===== src/rtl/led_blink_arbiter.sv =====
// Shares the LED pair between NREQ blink requesters, running one toggle burst at a time.
// Optional macro LED_ARB_RR_EN selects round-robin arbitration; the default build uses fixed priority.
module led_blink_arbiter #(
   parameter int NREQ     = 2,
   parameter int CNTW     = 8,
   parameter int IDW      = 1,
   parameter int TICK_DIV = 50000000
) (
   input  logic                 CLOCK_50,
   input  logic                 RESET,
   input  logic [NREQ-1:0]      REQ,
   input  logic [NREQ*CNTW-1:0] CNT,
   output logic [NREQ-1:0]      GNT,
   output logic                 BUSY,
   output logic                 DONE,
   output logic [IDW-1:0]       DONE_ID,
   output logic [1:0]           LED
);

   localparam int PW = $clog2(TICK_DIV);
   localparam logic [PW-1:0] TICK_LAST = PW'(TICK_DIV - 1);

   typedef enum logic [1:0] {IDLE, RUN, FIN} state_t;

   state_t            r_state;
   logic [NREQ-1:0]   r_gnt;
   logic              r_busy;
   logic              r_done;
   logic [IDW-1:0]    r_doneId;
   logic [IDW-1:0]    r_owner;
   logic              r_ledState;
   logic [PW-1:0]     r_presc;
   logic [CNTW-1:0]   r_remaining;

   logic              w_found;
   logic [IDW-1:0]    w_win;
   logic [CNTW-1:0]   w_winCnt;

`ifdef LED_ARB_RR_EN
   logic [IDW-1:0]    r_ptr;

   // Search begins just after the last served requester so each waiting one gets a turn.
   always_comb begin
      w_found  = 1'b0;
      w_win    = '0;
      w_winCnt = '0;
      for (int k = 1; k <= NREQ; k++) begin
         if (!w_found && REQ[(int'(r_ptr) + k) % NREQ]) begin
            w_found  = 1'b1;
            w_win    = IDW'((int'(r_ptr) + k) % NREQ);
            w_winCnt = CNT[((int'(r_ptr) + k) % NREQ) * CNTW +: CNTW];
         end
      end
   end
`else
   // Downward scan so the lowest set index is the last assignment and wins.
   always_comb begin
      w_found  = 1'b0;
      w_win    = '0;
      w_winCnt = '0;
      for (int i = NREQ - 1; i >= 0; i--) begin
         if (REQ[i]) begin
            w_found  = 1'b1;
            w_win    = IDW'(i);
            w_winCnt = CNT[i * CNTW +: CNTW];
         end
      end
   end
`endif

   always_ff @(posedge CLOCK_50) begin
      if (RESET) begin
         r_state     <= IDLE;
         r_gnt       <= '0;
         r_busy      <= 1'b0;
         r_done      <= 1'b0;
         r_doneId    <= '0;
         r_owner     <= '0;
         r_ledState  <= 1'b0;
         r_presc     <= '0;
         r_remaining <= '0;
`ifdef LED_ARB_RR_EN
         r_ptr       <= IDW'(NREQ - 1);
`endif
      end else begin
         case (r_state)
            IDLE: begin
               r_done <= 1'b0;
               if (w_found) begin
                  r_gnt       <= NREQ'(1) << w_win;
                  r_busy      <= 1'b1;
                  r_owner     <= w_win;
                  r_remaining <= w_winCnt;
                  r_presc     <= '0;
                  r_ledState  <= 1'b0;
                  r_state     <= RUN;
               end
            end
            RUN: begin
               // A zero-count grant holds GNT for its single cycle, then finishes without toggling.
               if (r_remaining == '0) begin
                  r_gnt    <= '0;
                  r_busy   <= 1'b0;
                  r_done   <= 1'b1;
                  r_doneId <= r_owner;
                  r_state  <= FIN;
               end else if (r_presc == TICK_LAST) begin
                  r_presc     <= '0;
                  r_ledState  <= ~r_ledState;
                  r_remaining <= r_remaining - 1'b1;
                  if (r_remaining == CNTW'(1)) begin
                     r_gnt    <= '0;
                     r_busy   <= 1'b0;
                     r_done   <= 1'b1;
                     r_doneId <= r_owner;
                     r_state  <= FIN;
                  end
               end else begin
                  r_presc <= r_presc + 1'b1;
               end
            end
            FIN: begin
               r_done  <= 1'b0;
`ifdef LED_ARB_RR_EN
               r_ptr   <= r_owner;
`endif
               r_state <= IDLE;
            end
            default: r_state <= IDLE;
         endcase
      end
   end

   assign GNT     = r_gnt;
   assign BUSY    = r_busy;
   assign DONE    = r_done;
   assign DONE_ID = r_doneId;
   assign LED     = {~r_ledState, r_ledState};

endmodule

===== config.mk =====
export PLATFORM = sky130hd
export DESIGN_NAME = led_blink_arbiter
export DESIGN_NICKNAME = d
export VERILOG_FILES = /design/src/rtl/led_blink_arbiter.sv
export SDC_FILE = /design/constraint.sdc
export NUM_CORES = 1
export LEC_CHECK = 0
export CORE_ASPECT_RATIO = 1.2
export CORE_MARGIN = 2
export CORE_UTILIZATION = 56
export DETAILED_ROUTE_END_ITERATION = 8
export GPL_TIMING_DRIVEN = 0
export PLACE_DENSITY = 0.87
export SKIP_LAST_GASP = 1
export SYNTH_ARGS = -nofsm -noshare
export SYNTH_HDL_FRONTEND = slang
export SYNTH_SLANG_ARGS = --single-unit

===== constraint.sdc =====
create_clock -name CLOCK_50 -period 2.95 [get_ports CLOCK_50]
set_clock_uncertainty 0.1 [all_clocks]
set_input_delay 0.295 -clock CLOCK_50 [delete_from_list [all_inputs] [get_ports CLOCK_50]]
set_output_delay 0.295 -clock CLOCK_50 [all_outputs]
set_load 0.02 [all_outputs]

# After elaboration in Yosys (flattened, before gate mapping)
# Cells that the tools add are included.
totals:
  output_inout_bits: 7
  elab_cells: 75
  reg_bits: 43
  input_bits: 20
op_classes:
  reduce_logical: 14
  bitwise: 1
  n_addsub: 2
  n_eq_ne: 9
  muxes: 39
  n_shift: 1
op_table:
  columns: ["cell", "count"]
  rows:
  - ["$mux W26", 3]
  - ["$pmux W26 S2", 1]
  - ["$mux W8", 5]
  - ["$add A26 B1 Y26 const B", 1]
  - ["$eq A26 B26 Y1 const B", 1]
  - ["$mux W1", 16]
  - ["$mux W2", 8]
  - ["$pmux W8 S2", 1]
  - ["$reduce_and A3 Y1", 4]
  - ["$eq A8 B1 Y1 const B", 1]
  - ["$logic_not A8 Y1", 1]
  - ["$pmux W2 S2", 2]
  - ["$reduce_and A4 Y1", 2]
  - ["$reduce_bool A2 Y1", 4]
  - ["$sub A8 B1 Y8 const B", 1]
  - ["$ne A2 B2 Y1 const B", 3]
  - ["$ne A3 B3 Y1 const B", 2]
  - ["$pmux W1 S2", 3]
  - ["$eq A2 B1 Y1 const B", 1]
  - ["$eq A2 B2 Y1 const B", 1]
  - ["$logic_not A2 Y1", 1]
  - ["$reduce_and A2 Y1", 1]
  - ["$reduce_or A2 Y1", 1]
  - ["$shl A1 B1 Y2 const A", 1]
  - ["$not A1 Y1", 1]

# Depth between registers and ports, before layout
logic_depth:
  depth_word: 5
  depth_mapped: 9
  depth_no_buf: 7

# Worst setup path after synthesis
# No wires, ideal clock.
synth_path:
  kind: "register -> register"
  from: "register r_remaining[0]"
  to: "register r_presc[25]"
  arrival_ns: 1.821
  setup_ns: 0.115
  slack_ns: 0.915
  stages_incl_launch_ff: 10
  cell_sequence: "dfxtp_1 > inv_1 > ha_1 > nor4bb_1 > a211o_1 > buf_4 > buf_8 > nor4_2 > xnor2_1 > nor2_1"
synth_via:
  elab_chain_len: 3
synth_rtl:
  columns: ["item", "line_no", "source"]
  rows:
  - ["start, declared", "33", "logic [CNTW-1:0] r_remaining;"]
  - ["start signal, assigned", "93", "r_remaining <= w_winCnt;"]
  - ["start signal, assigned", "110", "r_remaining <= r_remaining - 1'b1;"]
  - ["$logic_not A8 Y1", "101", "if (r_remaining == '0) begin"]
  - ["$ne A2 B2 Y1 (no source line)", null, null]
  - ["$reduce_and A3 Y1 (no source line)", null, null]
  - ["end signal, assigned", "119", "r_presc <= r_presc + 1'b1;"]
  - ["end, declared", "32", "logic [PW-1:0] r_presc;"]
# Every way passes these cells.
# A chain may end at the register's enable or synchronous reset.

# Final worst setup path
layout_path:
  from: "register r_remaining[0]"
  to: "register r_remaining[0]"
layout_via:
  elab_chain_len: 4
  elab_cells_between_ends: 7
  cone_classes: "add/sub (1); eq/ne (1); mux (3); reduce/logical (2)"
layout_rtl:
  columns: ["item", "line_no", "source"]
  rows:
  - ["$sub A8 B1 Y8", "110", null]
  - ["$mux W8", "107", "end else if (r_presc == TICK_LAST) begin"]
  - ["$mux W8", "101", null]
  - ["$pmux W8 S2", "86", "case (r_state)"]
# Several ways; a longest one is shown, not always the timed one. The select of a mux whose other input is x is not followed.

==> run metrics <==
total track usage=25.6%; final design utilization=67.3%; R2R depth=8; crit path launch type=flip-flop; Top Ports=27; outcome=finished, final reports clean; total power=about 2300 uW; P_sw=1000 uW; Routed WL=5.78 mm; CTS tree=done; maxcap violations=0; Die ar.=4800 sq um; Critical Path AT=about 2500 ps; Final Hold Viols=0; Crit path max-delay family=compound AO/OA/AOI/OAI gates; Cell Chain, Critical Path=inv_1, ha_1, nor4bb_1, a211oi_1, clkbuf_1, o21ai_0, o21ai_0, a21oi_1; synthesis-to-layout area growth=17.4%; initial antenna violation count=0; Slew @ Worst Pin=~810 ps; DR iter-0 viols=around 200; Fmax=approximately 0.41 GHz; Slew HR=45.5%; WP buf/inv=2; Clk pwr share=16.7%; post-CTS setup buffers=0; H-tree depth=2; Mapped Cells=between 200 and 300; pin count of the biggest net entering global routing=14; Logic pwr share=49.5%; warnings from Yosys=0; Final min period=approximately 2400 ps; EDFF count, synth=0; Final period util=between 80% and 90%; top_reg_cell synth=dfxtp_1; vias in the first global route=2134; Hold Path Depth=2; routed vias/inst=6.12; port bufs=26; CP most frequent cell=o21ai_0; gr ovfl total=0; setup TNS=0 ps; Setup crit end kind=flip-flop; Layout Nets=337; fraction of synthesized cell area taken by the top area cell type=36.1%; Hold Path Class=reg2reg; drc violations=0; DR vias=between 2000 and 2500; Synth area leaders=dfxtp_1, xnor2_1, nor2_1, a21oi_1, nand2_1; highest routed layer=met4; synthesized area=2390 sq um; Critical Path Slowest Stage Cell=a211oi_1; Seq pwr share=33.8%; met3 wire length=354 microns; CTS Buf Count=5; RSZ-0062 raised after global routing=false; WL met1=2.33 mm; CTS Hold Bufs=0; sequential cell area fraction in the yosys report=36.1%; placed cell area=2720 sq um; CTS max path bufs=2; WL met2=2.98 mm; Fillers=368; row count=26; Int Pwr=~1300 uW; crit-path max FO=10; Design Area, Final=2800 sq um; Yosys reg bits=43; starting density of the core=57.3%; Async S/R FF share, synth=0%; Post-DRT Antenna Nets=0; root buf cell=clkbuf_8; clk_lat worst skew=310 ps; drt pass-1 iters=5; ANT cells=0; largest stage delay on the critical path=460 ps; Synth area leader=dfxtp_1; GPL Wtd Cong=0.844; first-pass GRT wire length=9.65 mm; Die Wd=63.6 microns; HPWL Detailed=approximately 4.2 mm; max-slew violation count=0; Leak=0.000892 uW; syn_area_per_cell=8.52 sq um; post_cts resized=0; final setup fails=0; Worst path depth=8; Switching Fraction=44.3%; most numerous cell in the Yosys netlist=dfxtp_1; Commonest cells post-synth=dfxtp_1, nor2_1, nand2_1; chip height=roughly 76 microns; Clock Sinks=43; share of cells above drive strength 1=10.8%; Worst EP required=3020 ps; Clock transition at path regs=90 ps; Worst VDD drop=482 uV; PD cells=806 nW/um^2; Core Region=4160 sq um; Cell variety after synth=56; Setup CP Type=reg2reg; per-cell routed wire length=between 15 and 20 microns; syn_nets=304
worst paths after layout:
kind,from,slack (ps),end
max reg2reg,r_remaining[0]$_SDFFE_PP0P_,530,r_remaining[0]$_SDFFE_PP0P_
min,DONE$_SDFFE_PP0P_,370,DONE$_SDFFE_PP0P_
min reg2reg,DONE$_SDFFE_PP0P_,370,DONE$_SDFFE_PP0P_
max,r_remaining[0]$_SDFFE_PP0P_,530,r_remaining[0]$_SDFFE_PP0P_
placed cells by master (no fill, tap or decap), drive strengths merged, types with 3 or more instances in the layout:
cell	n
a221oi	4
a211oi	3
nand3	14
xnor2	19
a31oi	6
dfxtp	43
nor4	14
clkbuf	14
clkdlybuf4s50	26
o41ai	3
and4	6
buf	10
o21ai	12
nand4	7
xor2	4
o311ai	3
nor3	11
nor2	35
nand2	20
inv	8
a21oi	17
ha	4
per-layer routing:
layer	up-vias	GRT usage [%]
met2	98	47.1
met3	13	5.17
met1	1059	29.2
li1	1094	-
met4	0	11.4
met5	-	0
worst reg2reg max path, delay by kind of cell (launching register included):
kind / cells / cell delay (ps)
AO/OA/AOI/OAI: 4 / 860
buffers and inverters: 2 / 540
flip-flops: 1 / 410
adder cells (fa/ha/maj): 1 / 240
AND/OR/NAND/NOR: 1 / 140
cell type report:
cell class	instances	area, sq um	area share, %
buffer	18	119	4.24
clock buffer	6	72.6	2.59
clock inverter	2	12.5	0.447
inverter	8	30.0	1.07
multi-input combinational	211	1380	49.1
sequential	43	861	30.7
tap	56	70.1	2.50
timing repair buffer	26	260	9.29
flip-flops by register name (all words and copies together) (netlist names):
name and cells:
r_state 2, GNT 2, r_remaining 8, r_presc 26, r_ledState 1, r_owner 1
DONE 1, DONE_ID 1, BUSY 1
kinds of logic (layout without fill, tap and decap cells):
logic type / after synthesis / after routing / share of synthesized area [%]
buffers and inverters: 26 / 60 / 6.24
multiplexers: 1 / 1 / 0.420
AO/OA/AOI/OAI: 59 / 59 / 16.7
AND/OR/NAND/NOR: 124 / 124 / 30.0
XOR/XNOR: 23 / 23 / 8.44
flip-flops: 43 / 43 / 36.1
adder cells (fa/ha/maj): 4 / 4 / 2.10
per-stage QoR:
step / instances / hold slack [ps] / setup WS (ps)
2_1_floorplan: 280 / 358 / 915
3_3_place_gp: 362 / 345 / 544
3_5_place_dp: 362 / 372 / 526
4_1_cts: 370 / 384 / 604
5_1_grt: 370 / 401 / 298
6_report: 370 / 374 / 528
power by group through the flow:
| stage | Clock, uW | Sequential (uW) | Combinational (uW) |
|---|---|---|---|
| floorplan | 0 | 774 | 777 |
| global placement | 0 | 769 | 1070 |
| detailed placement | 0 | 771 | 1100 |
| CTS | 381 | 759 | 1100 |
| global route | 398 | 779 | 1220 |
| finish | 377 | 764 | 1120 |
Power figures use the tool's default switching activity.
